`config.mk`:
```
export PLATFORM = sky130hd
export DESIGN_NAME = scope_renderer
export DESIGN_NICKNAME = d
export VERILOG_FILES = /design/src/rtl/scope_renderer.sv
export SDC_FILE = /design/constraint.sdc
export NUM_CORES = 1
export LEC_CHECK = 0
export CAP_MARGIN = 20
export CORE_ASPECT_RATIO = 0.8
export CORE_MARGIN = 5
export CORE_UTILIZATION = 30
export DETAILED_ROUTE_END_ITERATION = 7
export DONT_BUFFER_PORTS = 1
export GPL_TIMING_DRIVEN = 0
export SYNTH_ARGS = -nofsm -noshare
export SYNTH_HDL_FRONTEND = slang
export SYNTH_SLANG_ARGS = --single-unit
```
`constraint.sdc`:
```
create_clock -name clk -period 2.7 [get_ports clk]
set_clock_uncertainty 0.15 [all_clocks]
set_input_delay 0.135 -clock clk [delete_from_list [all_inputs] [get_ports clk]]
set_output_delay 0.135 -clock clk [all_outputs]
set_load 0.01 [all_outputs]
```
`src/rtl/scope_renderer.sv`:
```
// XY beam-path generator for the scope pong display: ball dot, paddle segment and optional score bar.
// Optional score bar is compiled in when the SCORE_BAR_EN macro is defined.
module scope_renderer #(
  parameter int unsigned X_MAX           = 255,
  parameter int unsigned Y_MAX           = 220,
  parameter int unsigned PLATE_HALFWIDTH = 15,
  parameter int unsigned BALL_DWELL      = 8
) (
  input  logic       clk,
  input  logic       reset,
  input  logic [7:0] x_b,
  input  logic [7:0] y_b,
  input  logic [7:0] y_p_mid,
  input  logic [7:0] score,
  output logic [7:0] dac_x,
  output logic [7:0] dac_y,
  output logic       blank,
  output logic       frame_start
);

  localparam logic [7:0] XM      = 8'(X_MAX);
  localparam logic [7:0] YM      = 8'(Y_MAX);
  localparam logic [7:0] HW      = 8'(PLATE_HALFWIDTH);
  localparam logic [7:0] YM_HW   = 8'(Y_MAX - PLATE_HALFWIDTH);
  localparam logic [7:0] DW_LAST = 8'(BALL_DWELL - 1);

  typedef enum logic [2:0] {
    SNAP,
    BALL,
    MOVE_P,
    PADDLE,
    MOVE_S,
    SCORE
  } state_t;

  state_t     state, state_d;
  logic [7:0] cnt;
  logic [7:0] x_lat, y_lat;
  logic [7:0] y_min_r, y_max_r;
  logic [7:0] y_min_c, y_max_c;
  logic       paddle_done;

  logic [7:0] dac_x_d, dac_y_d;
  logic       blank_d, frame_start_d;

`ifdef SCORE_BAR_EN
  logic [7:0] score_lat;
  logic [7:0] bar_last;
  // Bar length saturates at 128 samples so x = 2k never exceeds 254.
  assign bar_last = (score_lat >= 8'd128) ? 8'd127 : score_lat - 8'd1;
`else
  logic unused_score;
  assign unused_score = ^score;
`endif

  assign y_min_c = (y_p_mid >= HW)    ? y_p_mid - HW : '0;
  assign y_max_c = (y_p_mid <= YM_HW) ? y_p_mid + HW : YM;
  // >= rather than == keeps an out-of-range paddle centre from wrapping the counter.
  assign paddle_done = (cnt >= y_max_r);

  always_ff @(posedge clk or negedge reset) begin
    if (!reset) state <= SNAP;
    else        state <= state_d;
  end

  always_comb begin
    state_d = state;
    case (state)
      SNAP:   state_d = BALL;
      BALL:   if (cnt == DW_LAST) state_d = MOVE_P;
      MOVE_P: state_d = PADDLE;
      PADDLE: begin
        if (paddle_done) begin
`ifdef SCORE_BAR_EN
          state_d = (score_lat != '0) ? MOVE_S : SNAP;
`else
          state_d = SNAP;
`endif
        end
      end
`ifdef SCORE_BAR_EN
      MOVE_S: state_d = SCORE;
      SCORE:  if (cnt == bar_last) state_d = SNAP;
`endif
      default: state_d = SNAP;
    endcase
  end

  always_ff @(posedge clk or negedge reset) begin
    if (!reset) begin
      cnt     <= '0;
      x_lat   <= '0;
      y_lat   <= '0;
      y_min_r <= '0;
      y_max_r <= '0;
`ifdef SCORE_BAR_EN
      score_lat <= '0;
`endif
    end else begin
      case (state)
        SNAP: begin
          cnt     <= '0;
          x_lat   <= x_b;
          y_lat   <= y_b;
          y_min_r <= y_min_c;
          y_max_r <= y_max_c;
`ifdef SCORE_BAR_EN
          score_lat <= score;
`endif
        end
        BALL:   cnt <= (cnt == DW_LAST) ? '0 : cnt + 8'd1;
        // The paddle pass reuses cnt as the current y sample.
        MOVE_P: cnt <= y_min_r;
        PADDLE: cnt <= paddle_done ? '0 : cnt + 8'd1;
`ifdef SCORE_BAR_EN
        MOVE_S: cnt <= '0;
        SCORE:  cnt <= (cnt == bar_last) ? '0 : cnt + 8'd1;
`endif
        default: cnt <= '0;
      endcase
    end
  end

  always_comb begin
    dac_x_d       = dac_x;
    dac_y_d       = dac_y;
    blank_d       = 1'b1;
    frame_start_d = 1'b0;
    case (state)
      BALL: begin
        dac_x_d       = x_lat;
        dac_y_d       = y_lat;
        blank_d       = 1'b0;
        frame_start_d = (cnt == '0);
      end
      MOVE_P: begin
        dac_x_d = XM;
        dac_y_d = y_min_r;
      end
      PADDLE: begin
        dac_x_d = XM;
        dac_y_d = cnt;
        blank_d = 1'b0;
      end
`ifdef SCORE_BAR_EN
      MOVE_S: begin
        dac_x_d = '0;
        dac_y_d = YM;
      end
      SCORE: begin
        dac_x_d = {cnt[6:0], 1'b0};
        dac_y_d = YM;
        blank_d = 1'b0;
      end
`endif
      default: ;
    endcase
  end

  always_ff @(posedge clk or negedge reset) begin
    if (!reset) begin
      dac_x       <= '0;
      dac_y       <= '0;
      blank       <= 1'b1;
      frame_start <= 1'b0;
    end else begin
      dac_x       <= dac_x_d;
      dac_y       <= dac_y_d;
      blank       <= blank_d;
      frame_start <= frame_start_d;
    end
  end

endmodule

```
# Yosys cells after proc, flatten, opt, wreduce, memory -nomap -nowiden
# Cells that the tools add are included.
# totals
register_bits,61
in_bits,34
out_inout_bits,18
wordCells,41
# classes
n_addsub,3
magnitude_cmp,3
eq_ne,6
n_mux,12
reduce_logical,7
# ops
cell,n
$pmux 8 s3,2
$mux 8,4
$pmux 8 s2,1
$pmux 3 s4,1
$add 8x1->8 const B,1
$add 8x4->8 const B,1
$eq 8x3->1 const B,1
$ge 8x4->1 const B,1
$ge 8x8->1,1
$le 8x8->1 const B,1
$logic_not 8->1,1
$sub 8x4->8 const B,1
$eq 3x2->1 const B,2
$mux 3,2
$ne 2x2->1 const B,2
$reduce_or 2->1,2
$eq 3x1->1 const B,1
$logic_not 3->1,1
$reduce_bool 3->1,1
$mux 1,2
$reduce_and 2->1,1
$reduce_bool 2->1,1

# Longest topological paths before layout
# Gate-level depths: netlist of run 1.
# logic_depth
ltp_word,3
depth_mapped,7
mapped_depth_nobuf,6

# Least setup slack after synthesis of run 1
# No wires, ideal clock.
# synth_timing
path_type,reg2reg
start,register cnt[6]
end,register state[1]
setup_time_ps,125
arrival_ps,1779
required_ps,2425
slack_ps,647
path_stages_with_launch,6
period_less_slack_ps,2053
path_cell_list,dfrtp_1 -> ha_1 -> o2111ai_1 -> and4b_1 -> a211oi_4 -> mux2_2
# synth_between
elab_chain_cells,3
elab_cells_between_ends,5
# synth_lines
item,line_no,source
start: declaration,37,logic [7:0] cnt;
start signal: assignment,111,BALL: cnt <= (cnt == DW_LAST) ? '0 : cnt + 8'd1;
start signal: assignment,113,MOVE_P: cnt <= y_min_r;
start signal: assignment,114,PADDLE: cnt <= paddle_done ? '0 : cnt + 8'd1;
$ge 8x8->1 or $eq 8x3->1 (tied branches),"59, 70",
$ne 2x2->1 (no line),n/a,
$reduce_and 2->1 (no line) *,n/a,
end signal: assignment,63,else state <= state_d;
end: declaration,36,"state_t state, state_d;"
# Mark *: on every way between the ends. The rest lies on a longest branch, timed or not.
# A chain may end at the register's enable or synchronous reset.

# Final worst setup path of run 1
# layout_timing
start,register cnt[7]
end,register state[1]
# The elaborated chain is that of the path after synthesis.

==> metrics.md, run 1 <==
| Metric | Value |
|---|---|
| Initial antenna violation count | 0 |
| Clock latency on the worst-skew pair | 0.33 ns |
| Root Driver | clkbuf_16 |
| Avg WL per Cell | 16.31 um |
| Core Rows | 32 |
| Max Freq | 412.8 MHz |
| CP required | 2.76 ns |
| CP Class | reg2reg |
| CP arrival | 2.49 ns |
| Slew @ Worst Pin | 0.6565 ns |
| Sw power | 1.838 mW |
| Synth unique cells | 43 |
| Min-Delay Path Class | in2reg |
| Nature of the critical path endpoint | flop |
| Relative slew slack | 0.5623 |
| CP Launch Type | flop |
| Logic gate share of total power | 0.383 |
| Nets | 378 |
| Clock share of power | 0.254 |
| MaxCap Viol Count | 0 |
| Cells after Synth | 292 |
| Number of global-route vias before repair | 2,453 |
| Critical path peak fanout | 9 |
| CTS Buf Count | 9 |
| Starting density of the core | 0.3102 |
| Ys async rst share | 1.000 |
| Internal power | 2.986 mW |
| Pin count of the biggest net entering global routing | 61 |
| Final Power | 4.824 mW |
| Post-route setup slack | 0.2777 ns |
| Most common library cell in the layout ignoring fill and taps | dfrtp_1 |
| Setup WS pre-CTS | 0.3306 ns |
| CTS tree | built |
| ANT nets after route | 0 |
| Switching Share | 0.3810 |
| Syn Std Cell Area | 3030 um^2 |
| Final Max Slew Viols | 0 |
| Main synth FF type | dfrtp_1 |
| Final count of hold timing violations | 0 |
| Post-synthesis sequential area ratio | 0.4959 |
| Yosys warnings | 0 |
| I/O Pins | 52 |
| Drt drc | 0 |
| VDD IR max | 0.0005434 V |
| Setup TNS | 0 ns |
| Synth-to-Final Area Change | 24.32% |
| Total track usage | 0.1310 |
| Filler cells | 980 |
| Commonest cells after routing, fill and taps aside | 59 x dfrtp_1, 33 x nand2_1, 26 x nor2_1, 24 x inv_1, 22 x dlygate4sd3_1 |
| CTS Sinks | 60 |
| Starting DRT DRC Count | 138 |
| IO buf count | 0 |
| Pwr/cell area | 1280 nW/um^2 |
| Die area | 12,220 um^2 |
| Fin crit period | 2.422 ns |
| Post-route clock period utilization | 0.8971 |
| Status | finished, final reports clean |
| Routability cong. | 0.8603 |
| Diodes inserted | 0 |
| HPWL after DPL | 5200 um |
| Wire length after detailed routing | 7618 um |
| DRT Pass-1 Iters | 4 |
| H-tree lvl count | 3 |
| Global route overflow | 0 |
| Final setup violation count | 0 |
| Layout cell share with drive strength beyond 1 | 0.1148 |
| Placeable core area | 9769 um^2 |
| Die height | 99.90 um |
| Clock buffer depth | 2 |
| RSZ-0062 raised after global routing | no |
| Seq pwr share | 0.363 |
| Vias per inst | 5.101 |
| Util after Layout | 0.3856 |
| First-pass GRT wire length | 12,590 um |
| Syn Area/Cell | 10.38 um^2 |
| Via count | 2,382 |
| Leakage power | 1.607 nW |
| Syn Nets | 344 |
| Die Wd | 122.4 um |
| Number of synthesized flops with an enable pin | 0 |
| Reg clk slew, reported paths | 0.05 ns |
| FF+latch count, synth | 60 |
power by group through the flow:
stage / logic (mW) / registers (mW) / clock network [mW]
6_report: 1.85 / 1.75 / 1.22
4_1_cts: 1.86 / 1.76 / 1.24
5_1_grt: 2.05 / 1.81 / 1.29
2_1_floorplan: 1.39 / 1.64 / 0
3_3_place_gp: 1.71 / 1.75 / 0
3_5_place_dp: 1.77 / 1.77 / 0
state kept, by name, indices dropped and copies added, names as in the netlist:
signal       count
x_lat            8
y_min_r          8
dac_y            8
blank            1
state            2
dac_x            8
cnt              8
frame_start      1
y_lat            8
y_max_r          8
metrics by stage:
stage                     std cells  cell area, um^2  hold slack (ns)
after CTS                       467             3767         0.001211
after global placement          428             3201          -0.3089
final                           467             3767         0.007042
after floorplan                 292             3030          -0.3106
after global routing            467             3767          0.01011
after detailed placement        428             3201          -0.3090
metal layers:
layer	track usage	vias up	routed length, um
li1	-	1108	-
met1	0.1636	1180	3214
met2	0.2124	78	3776
met3	0.04056	16	479
met4	0.05077	0	148
met5	0	-	0
logic make-up (layout without fill, tap and decap cells):
logic type / count (synthesis) / count (layout) / share of synthesized area
simple gates: 83 / 83 / 0.1214
mux: 18 / 18 / 0.06647
xor+xnor: 12 / 12 / 0.03468
flops: 60 / 60 / 0.4959
fa+ha+maj: 18 / 18 / 0.07432
buf+inv: 40 / 79 / 0.05368
compound gates: 61 / 61 / 0.1536
path summary, 6_finish.rpt:
kind,startpoint,endpoint,slack (ns),cells after the start
setup / recovery,cnt[7],state[1],0.28,5
max in group asynchronous,reset,blank,1.93,2
setup reg to reg,cnt[7],state[1],0.28,5
hold reg to reg,y_max_r[2],y_max_r[2],0.35,1
min in group asynchronous,reset,dac_x[5],0.17,2
hold / removal,y_p_mid[3],y_max_r[4],0.007,3
worst max-delay path, stage by stage (launching register included):
cell	delay (ns)
dfrtp_1	0.46
ha_1	0.37
o2111ai_1	0.14
and4b_1	0.26
a211oi_4	0.53
mux2_2	0.40
Yosys cell counts (all sizes together) (2+ instances only):
master    n  area (um^2)
o21a      3        22.52
a2bb2oi   8        70.07
xnor2     5        43.79
a31oi     4        25.02
o31ai     4        30.03
nor3b     2        15.01
mux2     17        191.4
nor3      4        20.02
a21oi     2        10.01
ha       18        225.2
buf       3        23.77
inv      24        90.09
a22oi     2        15.01
clkbuf   13        48.80
or4       2        15.01
or3       2        12.51
dfrtp    59         1476
a211oi    2        27.53
nand3     8        40.04
o22ai    14        87.58
nand2    33        123.9
o22a      4        35.03
a311oi    2        17.52
nor2     26        97.59
a41oi     8        70.07
o21ai     5        28.77
xor2      7        61.31
final cells by class:
type	count	area, um^2	area share
multi-input cells	192	1365	0.3623
repair buffers	23	247.7	0.06576
plain buffers	16	72.57	0.01926
flip-flops and latches	60	1503	0.3989
well taps	136	170.2	0.04517
clock buffers	12	246.5	0.06543
inverters	24	90.09	0.02391
clock inverters	4	72.57	0.01926
timing repair:
item / in CTS / in global routing
gates resized for setup: 0 / 0
hold buffers: 23 / 0
setup buffers: 0 / 0
endpoints found under the hold margin: 89 / 0
No activity file was read; power rests on OpenSTA's default activity.
==> inputs of run 2 (changes only) <==
RECOVER_POWER = 50   (was unset)
==> metrics.md, run 2 (synthesis gave the netlist of run 1 again) <==
| Metric | Value |
|---|---|
| Post-route clock period utilization | 0.8958 (-0.001352) |
| Routability cong. | 0.8603 (unchanged) |
| Synth-to-Final Area Change | 23.58% |
| CTS tree | built |
| Global route overflow | 0 (unchanged) |
| Leakage power | 1.598 nW (-0.53%) |
| Core Rows | 32 (unchanged) |
| First-pass GRT wire length | 12,590 um (unchanged) |
| Post-CTS setup buffer count | 0 (unchanged) |
| IO buf count | 0 (unchanged) |
| Commonest cells after routing, fill and taps aside | 59 x dfrtp_1, 33 x nand2_1, 26 x nor2_1, 24 x inv_1, 22 x dlygate4sd3_1 |
| CP Class | reg2reg |
| Min-Delay Path Class | in2reg |
| Violated checks | max-capacitance violations |
| Clock share of power | 0.254 (about the same) |
| Drt drc | 0 (unchanged) |
| Root Driver | clkbuf_16 |
| Most common library cell in the layout ignoring fill and taps | dfrtp_1 |
| CP required | 2.76 ns (about the same) |
| Diodes inserted | 0 (unchanged) |
| HPWL after DPL | 5200 um (unchanged) |
| Crit-path leading delay family | compound AO/OA/AOI/OAI gates |
| Starting density of the core | 0.3102 (unchanged) |
| Final count of hold timing violations | 0 (unchanged) |
| Relative slew slack | 0.004418 (-0.5579) |
| Slew @ Worst Pin | 1.493 ns (+0.8369 ns) |
| Starting DRT DRC Count | 139 (+0.72%) |
| Global route hottest layer | met2 |
| Met2 usage | 0.2124 (unchanged) |
| Fin Hold WS | 0.007004 ns (-0.00003795 ns) |
| Critical path peak fanout | 9 (unchanged) |
| Vias per inst | 5.090 (-0.21%) |
| Worst Setup SP | cnt[7] |
| Die area | 12,220 um^2 (unchanged) |
| Die Wd | 122.4 um (unchanged) |
| CP arrival | 2.48 ns (about the same) |
| Wire length after detailed routing | 7616 um (about the same) |
| Seq pwr share | 0.363 (about the same) |
| Total track usage | 0.1310 (unchanged) |
| Post-CTS resize count | 0 (unchanged) |
| Status | finished with violations |
| Internal power | 2.982 mW (-0.14%) |
| CP cell instances | ha_1 > o2111ai_1 > and4b_1 > a211oi_4 > mux2_2 |
| Worst hold start | y_p_mid[3] |
| Crit path max-delay cell type | a211oi_4 |
| WP depth | 5 (unchanged) |
| Via count | 2,377 (-0.21%) |
| Initial antenna violation count | 0 (unchanged) |
| Switching Share | 0.3813 (about the same) |
| Layout cell share with drive strength beyond 1 | 0.1148 (unchanged) |
| Final Max Slew Viols | 0 (unchanged) |
| MaxCap Viol Count | 1 (+1) |
| Reg-to-reg startpoint | cnt[7] |
| RSZ-0062 raised after global routing | no |
| Reg clk slew, reported paths | 0.05 ns (about the same) |
| Clock buffer depth | 2 (unchanged) |
| I/O Pins | 52 (unchanged) |
| Pwr/cell area | 1287 nW/um^2 (+0.51%) |
| Avg WL per Cell | 16.31 um (about the same) |
| Critical path buffers and inverters | 0 (unchanged) |
| H-tree lvl count | 3 (unchanged) |
| Logic gate share of total power | 0.383 (about the same) |
| CTS Sinks | 60 (unchanged) |
| DRT Pass-1 Iters | 4 (unchanged) |
| Hold path depth | 3 (unchanged) |
| CP peak stage delay | 0.53 ns (about the same) |
| Clock latency on the worst-skew pair | 0.33 ns (about the same) |
| Setup TNS | 0 ns (unchanged) |
| Util after Layout | 0.3833 (-0.002305) |
| R2R depth | 5 (unchanged) |
| Met1 Use GR | 0.1636 (unchanged) |
| Max Freq | 413.5 MHz (+0.15%) |
| Met3 Track Usage GR | 0.04056 (unchanged) |
| VDD IR max | 0.0005433 V (about the same) |
| Final instance area | 3745 um^2 (-0.60%) |
| Post-DP Area | 3201 um^2 (unchanged) |
| Sw power | 1.837 mW (about the same) |
| CTS Buf Count | 9 (unchanged) |
| Die height | 99.90 um (unchanged) |
| Nature of the critical path endpoint | flop |
| Nets | 378 (unchanged) |
| Final setup violation count | 0 (unchanged) |
| Number of global-route vias before repair | 2,453 (unchanged) |
| Fin crit period | 2.419 ns (-0.003651 ns) |
| ANT nets after route | 0 (unchanged) |
| Placeable core area | 9769 um^2 (unchanged) |
| CP Launch Type | flop |
| Pin count of the biggest net entering global routing | 61 (unchanged) |
-- run 2: cell types whose count changed in the layout (fill, tap and decap cells not counted), sizes merged --
cell / delta
buf: -1
clkbuf: +1
-- run 2: path summary, 6_finish.rpt --
path / endpoint / slack, ns
worst min register to register: y_max_r[2] / 0.35
min in group asynchronous: dac_x[5] / 0.56
worst max-delay path: state[1] / 0.28
worst max register to register: state[1] / 0.28
worst min-delay path: y_max_r[4] / 0.007
max in group asynchronous: dac_x[0] / 0.93
-- run 2: what timing repair did --
item                                    in CTS  in global routing
hold buffers                                23                  0
endpoints found under the setup margin       0                  0
hold endpoints to repair                    89                  0
-- run 2: worst reg2reg max path: stages (launching register included) --
cell	delay (ns)
dfrtp_1	0.46
ha_1	0.37
o2111ai_1	0.14
and4b_1	0.26
a211oi_4	0.53
mux2_2	0.40
-- run 2: final cells by class --
cell class              count  area, um^2
clock buffers              12       246.5
fillers                   983        6025
plain buffers              16       72.57
repair buffers             23       225.2
inverters                  24       90.09
clock inverters             4       72.57
well taps                 136       170.2
multi-input cells         192        1365
flip-flops and latches     60        1503
-- run 2: through the flow --
step                      total power [mW]  worst slack (ns)  instances
after floorplan                      3.029            0.6467        292
after global placement               3.462            0.4162        428
after detailed placement             3.535            0.3306        428
after CTS                            4.851            0.2936        467
after global routing                 5.139            0.2165        467
final                                4.820            0.2814        467
-- run 2: power groups by stage --
stage | Sequential, mW | Combinational, mW | Clock (mW)
6_report | 1.75 | 1.84 | 1.22
5_1_grt | 1.81 | 2.04 | 1.29
4_1_cts | 1.76 | 1.86 | 1.24
3_5_place_dp | 1.77 | 1.77 | 0
3_3_place_gp | 1.75 | 1.71 | 0
2_1_floorplan | 1.64 | 1.39 | 0
-- run 2: metal layers --
layer,wire (um),vias to the layer above
met5,0,-
met4,148,0
met3,475,16
met2,3774,75
met1,3218,1179
li1,-,1107
